==> config.mk <==
export PLATFORM = sky130hd
export DESIGN_NAME = writeback_stage
export DESIGN_NICKNAME = d
export VERILOG_FILES = /design/src/rtl/writeback_stage_pkg.sv /design/src/rtl/writeback_stage_regfile_2r1w.sv /design/src/rtl/writeback_stage.sv
export SDC_FILE = /design/constraint.sdc
export NUM_CORES = 2
export LEC_CHECK = 0
export CORE_MARGIN = 3
export CORE_UTILIZATION = 25
export CTS_BUF_LIST = sky130_fd_sc_hd__clkbuf_16
export DETAILED_ROUTE_END_ITERATION = 12
export DONT_BUFFER_PORTS = 1
export MAX_ROUTING_LAYER = met4
export SLEW_MARGIN = 20
export SYNTH_ARGS = -nofsm -noshare
export SYNTH_HDL_FRONTEND = slang
export SYNTH_SLANG_ARGS = --single-unit
export TNS_END_PERCENT = 50
==> constraint.sdc <==
create_clock -name clk -period 4.1 [get_ports clk]
set_input_delay 0.82 -clock clk [delete_from_list [all_inputs] [get_ports clk]]
set_output_delay 0.82 -clock clk [all_outputs]
set_load 0.01 [all_outputs]
==> src/rtl/writeback_stage_pkg.sv <==
// Shared pipeline definitions for the execute/writeback boundary.
//   - alu_op_t   : ALU operation encodings used by the execute stage
//   - EX_WB      : EX->WB stage register contents
//   - wb_state_t : writeback load-arbitration FSM states
package writeback_stage_pkg;

  localparam int XLEN    = 32;
  localparam int NREGS   = 32;
  localparam int RADDR_W = 5;

  typedef enum logic [3:0] {
    ALU_ADD  = 4'd0,
    ALU_SUB  = 4'd1,
    ALU_AND  = 4'd2,
    ALU_OR   = 4'd3,
    ALU_XOR  = 4'd4,
    ALU_SLL  = 4'd5,
    ALU_SRL  = 4'd6,
    ALU_SRA  = 4'd7,
    ALU_SLT  = 4'd8,
    ALU_SLTU = 4'd9
  } alu_op_t;

  // EX->WB pipeline register
  typedef struct packed {
    logic [XLEN-1:0]    alu_result;
    logic               alu_result_ready;
    logic [RADDR_W-1:0] reg_wr_addr;
    logic               rd_wr_en;
    logic               do_not_execute;
  } EX_WB;

  // IDLE: no pending load. HOLD: a load lost arbitration to the ALU and
  // is parked in the hold buffer until the write port is free.
  typedef enum logic {
    IDLE = 1'b0,
    HOLD = 1'b1
  } wb_state_t;

endpackage

==> src/rtl/writeback_stage_regfile_2r1w.sv <==
// regfile_2r1w: 32x32 register file, one write port, two combinational
// read ports with forwarding of values that commit at the next edge.
// Ports:
//   clk, reset                 clock, synchronous active-high clear
//   we/waddr/wdata             write port (commits at posedge)
//   byp_alu_*                  this cycle's ALU write (highest forward prio)
//   byp_hold_*                 occupied hold buffer
//   byp_ld_*                   this cycle's direct load commit
//   rs1_addr/rs2_addr          read addresses
//   rs1_data/rs2_data          read data (x0 always 0)
module regfile_2r1w
  import writeback_stage_pkg::*;
(
  input  logic               clk,
  input  logic               reset,
  input  logic               we,
  input  logic [RADDR_W-1:0] waddr,
  input  logic [XLEN-1:0]    wdata,
  input  logic               byp_alu_valid,
  input  logic [RADDR_W-1:0] byp_alu_addr,
  input  logic [XLEN-1:0]    byp_alu_data,
  input  logic               byp_hold_valid,
  input  logic [RADDR_W-1:0] byp_hold_addr,
  input  logic [XLEN-1:0]    byp_hold_data,
  input  logic               byp_ld_valid,
  input  logic [RADDR_W-1:0] byp_ld_addr,
  input  logic [XLEN-1:0]    byp_ld_data,
  input  logic [RADDR_W-1:0] rs1_addr,
  input  logic [RADDR_W-1:0] rs2_addr,
  output logic [XLEN-1:0]    rs1_data,
  output logic [XLEN-1:0]    rs2_data
);

  // Built from flops rather than block RAM: every entry must clear on
  // reset and reads are zero latency.
  logic [XLEN-1:0] mem_q [NREGS];
  logic [XLEN-1:0] mem_d [NREGS];

  always_comb begin
    mem_d = mem_q;
    if (we && (waddr != '0)) begin
      mem_d[waddr] = wdata;
    end
  end

  always_ff @(posedge clk) begin
    if (reset) begin
      for (int i = 0; i < NREGS; i++) begin
        mem_q[i] <= '0;
      end
    end else begin
      mem_q <= mem_d;
    end
  end

  // Two identical read ports; forwarding order reflects write age:
  // ALU (newest) beats the parked load, which beats a direct load.
  for (genvar gi = 0; gi < 2; gi++) begin : g_rd
    logic [RADDR_W-1:0] addr;
    logic [XLEN-1:0]    data;

    assign addr = (gi == 0) ? rs1_addr : rs2_addr;

    always_comb begin
      data = mem_q[addr];
      if (addr == '0) begin
        data = '0;
      end else if (byp_alu_valid && (byp_alu_addr == addr)) begin
        data = byp_alu_data;
      end else if (byp_hold_valid && (byp_hold_addr == addr)) begin
        data = byp_hold_data;
      end else if (byp_ld_valid && (byp_ld_addr == addr)) begin
        data = byp_ld_data;
      end
    end
  end

  assign rs1_data = g_rd[0].data;
  assign rs2_data = g_rd[1].data;

endmodule

==> src/rtl/writeback_stage.sv <==
// writeback_stage: arbitrates the single register-file write port between
// ALU results and load returns, parks a colliding load in a one-entry
// hold buffer, and counts committed writes.
// Ports:
//   clk, reset                    clock, synchronous active-high reset
//   ex_wb_r                       EX->WB register (ALU result + control)
//   ld_valid/ld_addr/ld_data      load write request
//   ld_ready                      load accepted this cycle (= ~wb_busy)
//   rs1_addr/rs2_addr             operand read addresses
//   alu_reg_input_a/_b            forwarded operands to the ALU stage
//   wb_busy                       hold buffer occupied
//   retired_count                 committed register writes (wraps)
module writeback_stage
  import writeback_stage_pkg::*;
(
  input  logic               clk,
  input  logic               reset,
  input  EX_WB               ex_wb_r,
  input  logic               ld_valid,
  input  logic [RADDR_W-1:0] ld_addr,
  input  logic [XLEN-1:0]    ld_data,
  output logic               ld_ready,
  input  logic [RADDR_W-1:0] rs1_addr,
  input  logic [RADDR_W-1:0] rs2_addr,
  output logic [XLEN-1:0]    alu_reg_input_a,
  output logic [XLEN-1:0]    alu_reg_input_b,
  output logic               wb_busy,
  output logic [XLEN-1:0]    retired_count
);

  wb_state_t          state_q, state_d;
  logic [RADDR_W-1:0] hold_addr_q, hold_addr_d;
  logic [XLEN-1:0]    hold_data_q, hold_data_d;
  logic [XLEN-1:0]    retired_count_q, retired_count_d;

  logic               alu_wr;
  logic               ld_accept;
  logic               ld_live;
  logic               ld_direct;
  logic               drain;
  logic               wr_en;
  logic [RADDR_W-1:0] wr_addr;
  logic [XLEN-1:0]    wr_data;

  assign wb_busy  = (state_q == HOLD);
  assign ld_ready = ~wb_busy;

  always_comb begin
    // Gated by reset so nothing is forwarded while state is being cleared.
    alu_wr    = ~reset & ex_wb_r.alu_result_ready & ex_wb_r.rd_wr_en &
                ~ex_wb_r.do_not_execute & (ex_wb_r.reg_wr_addr != '0);
    ld_accept = ld_valid & ld_ready;
    // Loads to x0 are accepted but have no effect.
    ld_live   = ld_accept & ~reset & (ld_addr != '0);

    state_d     = state_q;
    hold_addr_d = hold_addr_q;
    hold_data_d = hold_data_q;
    ld_direct   = 1'b0;
    drain       = 1'b0;

    case (state_q)
      IDLE: begin
        if (ld_live) begin
          if (alu_wr) begin
            hold_addr_d = ld_addr;
            hold_data_d = ld_data;
            state_d     = HOLD;
          end else begin
            ld_direct = 1'b1;
          end
        end
      end
      HOLD: begin
        if (!alu_wr) begin
          drain   = 1'b1;
          state_d = IDLE;
        end else if (ex_wb_r.reg_wr_addr == hold_addr_q) begin
          // The ALU result is younger than the parked load; drop the load.
          state_d = IDLE;
        end
      end
      default: state_d = IDLE;
    endcase

    // ALU always owns the port; the other two sources are exclusive with it.
    wr_en   = alu_wr | ld_direct | drain;
    wr_addr = hold_addr_q;
    wr_data = hold_data_q;
    if (alu_wr) begin
      wr_addr = ex_wb_r.reg_wr_addr;
      wr_data = ex_wb_r.alu_result;
    end else if (ld_direct) begin
      wr_addr = ld_addr;
      wr_data = ld_data;
    end

    retired_count_d = retired_count_q + {{(XLEN-1){1'b0}}, wr_en};
  end

  always_ff @(posedge clk) begin
    if (reset) begin
      state_q         <= IDLE;
      hold_addr_q     <= '0;
      hold_data_q     <= '0;
      retired_count_q <= '0;
    end else begin
      state_q         <= state_d;
      hold_addr_q     <= hold_addr_d;
      hold_data_q     <= hold_data_d;
      retired_count_q <= retired_count_d;
    end
  end

  assign retired_count = retired_count_q;

  regfile_2r1w u_regfile (
    .clk            (clk),
    .reset          (reset),
    .we             (wr_en),
    .waddr          (wr_addr),
    .wdata          (wr_data),
    .byp_alu_valid  (alu_wr),
    .byp_alu_addr   (ex_wb_r.reg_wr_addr),
    .byp_alu_data   (ex_wb_r.alu_result),
    .byp_hold_valid (wb_busy),
    .byp_hold_addr  (hold_addr_q),
    .byp_hold_data  (hold_data_q),
    .byp_ld_valid   (ld_direct),
    .byp_ld_addr    (ld_addr),
    .byp_ld_data    (ld_data),
    .rs1_addr       (rs1_addr),
    .rs2_addr       (rs2_addr),
    .rs1_data       (alu_reg_input_a),
    .rs2_data       (alu_reg_input_b)
  );

endmodule
### Word level (Yosys, flattened, before mapping)

Index checks and enable logic that the tools add are counted.

| operators by class | value |
|---|---|
| reductions and logical operators | 14 |
| muxes and demuxes | 30 |
| equality and inequality tests | 7 |
| add/subtract/negate cells | 1 |
| bitwise logic cells | 15 |
| $lt $le $gt $ge | 4 |

Operators by type and width:

| operator | count |
|---|---|
| 1024-bit bitwise mux | 1 |
| 32-bit two-way mux | 15 |
| 32-bit binary-select mux with 5-bit select | 2 |
| 32-bit demux with 5-bit select | 1 |
| 5-bit equality test | 7 |
| 32-bit by 1-bit adder with 32-bit output | 1 |
| 6-bit greater-or-equal comparator, second input constant | 3 |
| 5-bit NOT with 6-bit output | 3 |
| 5-bit nonzero test | 3 |
| 5-bit zero test | 2 |
| 5-bit two-way mux | 2 |
| 1-bit logical AND | 8 |
| 1-bit two-way mux | 8 |
| 1-bit bitwise AND | 7 |
| 6-bit by 1-bit < comparator with 1-bit output, second input constant | 1 |
| 1-bit NOT | 3 |
| 3-bit AND reduction | 1 |
| 1-bit bitwise OR | 2 |
| 1-bit one-hot mux with 2 select lines | 1 |

| word-level totals | value |
|---|---|
| register bits | 1,094 |
| logic and storage cells | 107 |
| input port bits | 90 |
| output and inout bits | 98 |

### Longest topological paths before layout

| logic depth | value |
|---|---|
| word-level depth | 16 |
| gate-level depth with buffers | 15 |
| depth with buffers taken out | 12 |

### Modules after synthesis

From an unflattened synthesis, not the netlist that was laid out.

| unflattened totals | value |
|---|---|
| cells, all modules | 6,750 |
| area total of the unflattened synthesis | 57,695.3 µm² |

By module, submodules not included:

| module | seq. area each (µm²) | cells each | times used | area each (µm²) |
|---|---|---|---|---|
| regfile_2r1w | 20,499.7 | 6,223 | 1 | 53,931.7 |
| writeback_stage | 1,401.3 | 527 | 1 | 3,763.6 |

### Least setup slack after synthesis

No wires, ideal clock.

| path | value |
|---|---|
| kind | input port to output port |
| start point | input port rs2_addr[1] |
| end point | output port alu_reg_input_b[10] |
| data arrival time | 3,207 ps |
| buffers on the path | 4 |
| path slack | 73 ps |
| stages on the path | 8 |
| data required time | 3,280 ps |
| path through | clkbuf_1 -> buf_2 -> buf_2 -> clkbuf_1 -> mux4_2 -> mux4_2 -> a21oi_1 -> o22ai_1 |

| between the ends | value |
|---|---|
| cells in the longest elaborated chain, start to end | 8 |
| elaborated cells on any way between the ends | 15 |
| classes of those cells | 3 x eq/ne; 7 x mux; 1 x bitwise; 4 x reduce/logical |

Ends and longest elaborated chain:

| item | RTL line | RTL |
|---|---|---|
| from (decl) | writeback_stage.sv:24 | `input logic [RADDR_W-1:0] rs2_addr,` |
| 5-bit NOT with 6-bit output (implied by the code) | writeback_stage_regfile_2r1w.sv:65 | `data = mem_q[addr];` |
| 32-bit binary-select mux with 5-bit select | writeback_stage_regfile_2r1w.sv:65 |  |
| 32-bit two-way mux (implied by the code) (2 in a row) | writeback_stage_regfile_2r1w.sv:65 |  |
| 32-bit two-way mux | writeback_stage_regfile_2r1w.sv:72 | `end else if (byp_ld_valid && (byp_ld_addr == addr)) begin` |
| 32-bit two-way mux | writeback_stage_regfile_2r1w.sv:70 | `end else if (byp_hold_valid && (byp_hold_addr == addr)) begin` |
| 32-bit two-way mux | writeback_stage_regfile_2r1w.sv:68 | `end else if (byp_alu_valid && (byp_alu_addr == addr)) begin` |
| 32-bit two-way mux (*) | writeback_stage_regfile_2r1w.sv:66 | `if (addr == '0) begin` |
| to (decl) | writeback_stage.sv:26 | `output logic [XLEN-1:0] alu_reg_input_b,` |

Every way passes the cells marked *; elsewhere a longest branch is shown, timed or not. The select of a mux whose other input is x is not followed.

### Worst setup path in the final report

| path | value |
|---|---|
| start point | input port rs1_addr[0] |
| end point | output port alu_reg_input_a[31] |

| between the ends | value |
|---|---|
| cells in the longest elaborated chain, start to end | 8 |
| elaborated cells on any way between the ends | 15 |
| classes of those cells | 3 x eq/ne; 7 x mux; 1 x bitwise; 4 x reduce/logical |

Ends and longest elaborated chain:

| item | RTL line | RTL |
|---|---|---|
| from (decl) | writeback_stage.sv:23 | `input logic [RADDR_W-1:0] rs1_addr,` |
| 5-bit NOT with 6-bit output (implied by the code) | writeback_stage_regfile_2r1w.sv:65 |  |
| 32-bit binary-select mux with 5-bit select | writeback_stage_regfile_2r1w.sv:65 |  |
| 32-bit two-way mux (implied by the code) (2 in a row) | writeback_stage_regfile_2r1w.sv:65 |  |
| 32-bit two-way mux | writeback_stage_regfile_2r1w.sv:72 |  |
| 32-bit two-way mux | writeback_stage_regfile_2r1w.sv:70 |  |
| 32-bit two-way mux | writeback_stage_regfile_2r1w.sv:68 |  |
| 32-bit two-way mux (*) | writeback_stage_regfile_2r1w.sv:66 |  |
| to (decl) | writeback_stage.sv:25 | `output logic [XLEN-1:0] alu_reg_input_a,` |

Marked as above.

==> results.toml <==
[critical_path]
crit_fanout = 133
path_cells = "mux4_2 -> mux2i_1 -> o22ai_1 -> a221oi_1 -> buf_4 -> o22ai_1 -> buf_4"
cp_slowest_cell = "a221oi_1"
endpoint_kind = "output port"
cp.required_ps = 3280
start_kind = "primary input"
crit_type = "primary input to output port"
cp.arrival_ps = 3220
crit_buf_inv = 2
crit_family = "compound AO/OA/AOI/OAI gates"
slowest_delay_ps = 710

[floorplan]
fp-row-count = 179
die_h_um = 498
die-area_um2 = 248000
initial_core_util_pct = 25.3
core_region_area_um2 = 239000
boundaryPins = 188
die_w_um = 498

[pwr]
p_per_area_nw_per_um2 = 316
p_comb_share_pct = 5.5
total_power_uw = 21500
seqPwrFrac_pct = 49.7
static-leakage-power_uw = 0.0232
irDropWorstVdd_mv = 0.375
p_sw_uw = 5070
switching_share_pct = 23.6
intPower_uw = 16400
power_frac_clock_pct = 44.8

[layout]
fillers = 24500
area_growth_pct = 12.4
nNetsFinal = 5238
drive_above_1_share_pct = 19.6
multi_input_area_um2 = 36100
fin_area_um2 = 68000
seqCellArea_um2 = 21900

[clock_network]
path_clk_slew_ps = 60
ctsHoldBuffers = 0
cts_buffer_depth = 3
cts_tree = "built"
cts_buffers = 108
cts_resized = 0
clk_latency_ps = 730
cts.sinks = 1094
cts_setup_buffers = 0
cts-root-buf = "clkbuf_16"
htreeDepth = 3

[detailed_routing]
vias = 43400
first_iter_violations = 4317
ant_nets = 0
wl_per_cell_um = 24.5
vias_per_cell = 5.15
finalWirelength_mm = 206
route.detailed.drc = 0
firstDrtPassIters = 11

[yosys]
synth-edff-count = 0
synth_area_leaders = "dfxtp_1, mux4_2, mux2i_1"
synth_seq_cells = 1094
syn_area_per_cell_um2 = 11.3
ys_seq_area_share_pct = 36.2
yosysWarnings = 0
synth.top_cell.area_share_pct = 36.2
ys_types = 64
synth_flop_cell = "dfxtp_1"
synth_top_cell_by_area = "dfxtp_1"
syn_inst = 5332
synth_fp_nets = 5424
syn-cell-area_um2 = 60500
ys_async_sr_fraction_pct = 0

[sta]
period_share_pct = 98.5
skew_ps = 27.1
fin_crit_ps = 4040
slew_headroom_pct = 19.5
fin_hold_ws_ps = 183
setup_viol = 0
rsz0062_at_grt = "no"
hold_viol_final = 0
fin_ws_ps = 59.6
tightest_slew_ps = 1210
fin_setup_tns_ps = 0
slew_violations = 0
fmax_mhz = 247

[placed_design]
dp_slack_ps = 153
placed_area_um2 = 64600
hpwl_mm = 121
place.gp.congestion = 0.902
port_buffers = 0

[global_routing]
grt_start_max_net_pins = 1129
grt.total_usage_pct = 16.5
antenna_found_initial = 5
grt_overflow_total = 0
grt_pass1_vias = 43700
grt_pass1_wl_mm = 303

[status]
status = "complete, no violations"

[job]
maxCapViolCount = 0

[worst_hold_path]
min_path_type = "primary input to flop"
==> per-layer routing <==
layer / global-route usage, % / vias up / wire, um
met1: 19.3 / 22300 / 81900
met2: 27.2 / 1551 / 99500
met5: - / - / 0
met3: 2.03 / 514 / 10800
li1: - / 19000 / -
met4: 9.89 / 0 / 14100
==> placed cells by master, fill, tap and decap left out, types with 6 or more instances in the layout <==
cell type	n
a211o_1	31
o22ai_1	127
or3_1	8
buf_12	46
dfxtp_1	1094
diode_2	15
nor2_1	68
clkinv_1	25
o21ai_0	7
mux2i_1	1151
clkbuf_16	110
xnor2_1	32
a221oi_1	64
nand4_1	7
nand2_1	271
xor2_1	27
buf_4	224
a21oi_1	106
nor2b_1	35
nor3_1	8
clkinv_2	19
and3_1	36
nand3_1	16
nand2b_4	6
a32o_1	31
mux4_2	546
nor2_4	21
nand2b_1	992
inv_1	39
==> worst reg2reg max path, stage by stage (launching register included) <==
cell and delay (ps):
dfxtp_1 410, nor3b_4 290, o21ai_4 120, buf_4 240
and2_1 200, nand2_1 90, ha_1 170, nand3_1 160
nor3_1 530, nand3_1 320, nor4_1 410, xnor2_1 160
nor2_1 50
==> layout make-up <==
cell class | instances | area share, %
repair buffers | 274 | 3.99
multi-input cells | 3661 | 53.0
clock buffers | 110 | 4.05
diodes | 15 | 0.0552
clock inverters | 86 | 0.775
flip-flops and latches | 1094 | 32.2
well taps | 3167 | 5.83
inverters | 7 | 0.0460
==> synth_stat cells (all sizes together) (5+ instances only) <==
library cell and number:
and3 38, o21ai 8, o22ai 127, dfxtp 1094
a221oi 65, nor3 11, xor2 27, a211o 32
nor4 6, nor2 93, nand4 7, or3 8
mux4 546, nand2 272, clkbuf 393, nand3 17
or4 5, nand2b 1000, a32o 31, inv 7
mux2i 1151, a21oi 107, nor2b 38, xnor2 32
buf 177
==> cell families after synthesis <==
group	share of synthesized area, %
mux	39.4
simple gates	14.3
flops	36.2
buf+inv	4.60
compound gates	4.57
xor+xnor	0.854
fa+ha+maj	0.0414
==> worst paths after layout <==
check                                           start               endpoint  slack [ps]  cells after the start
worst min-delay path                            reset      retired_count[26]         180                      1
worst max-delay path                      rs1_addr[0]    alu_reg_input_a[31]          60                      7
worst min register to register  u_regfile.mem_q[1018]  u_regfile.mem_q[1018]         480                      1
worst max register to register                wb_busy      retired_count[31]         820                     12
==> registers in the layout, indices dropped and copies added (netlist names) <==
register and cells:
hold_addr_q 5, hold_data_q 32, retired_count 32, u_regfile.mem_q 1024, wb_busy 1
==> stage by stage <==
stage          instances  utilization (%)
6_report            8414             28.4
5_1_grt             8414             28.4
4_1_cts             8395             28.4
3_5_place_dp        8199             27.0
3_3_place_gp        8199             27.0
2_1_floorplan       5332                -
==> power groups by stage <==
stage	sequential [uW]	combinational, uW	clock [uW]
detailed placement	10900	1020	0
global placement	10900	1010	0
floorplan	10900	1110	0
CTS	10700	1020	9790
finish	10700	1180	9610
global route	10700	1210	10200
Note: power is estimated with default switching activity, not from simulation.
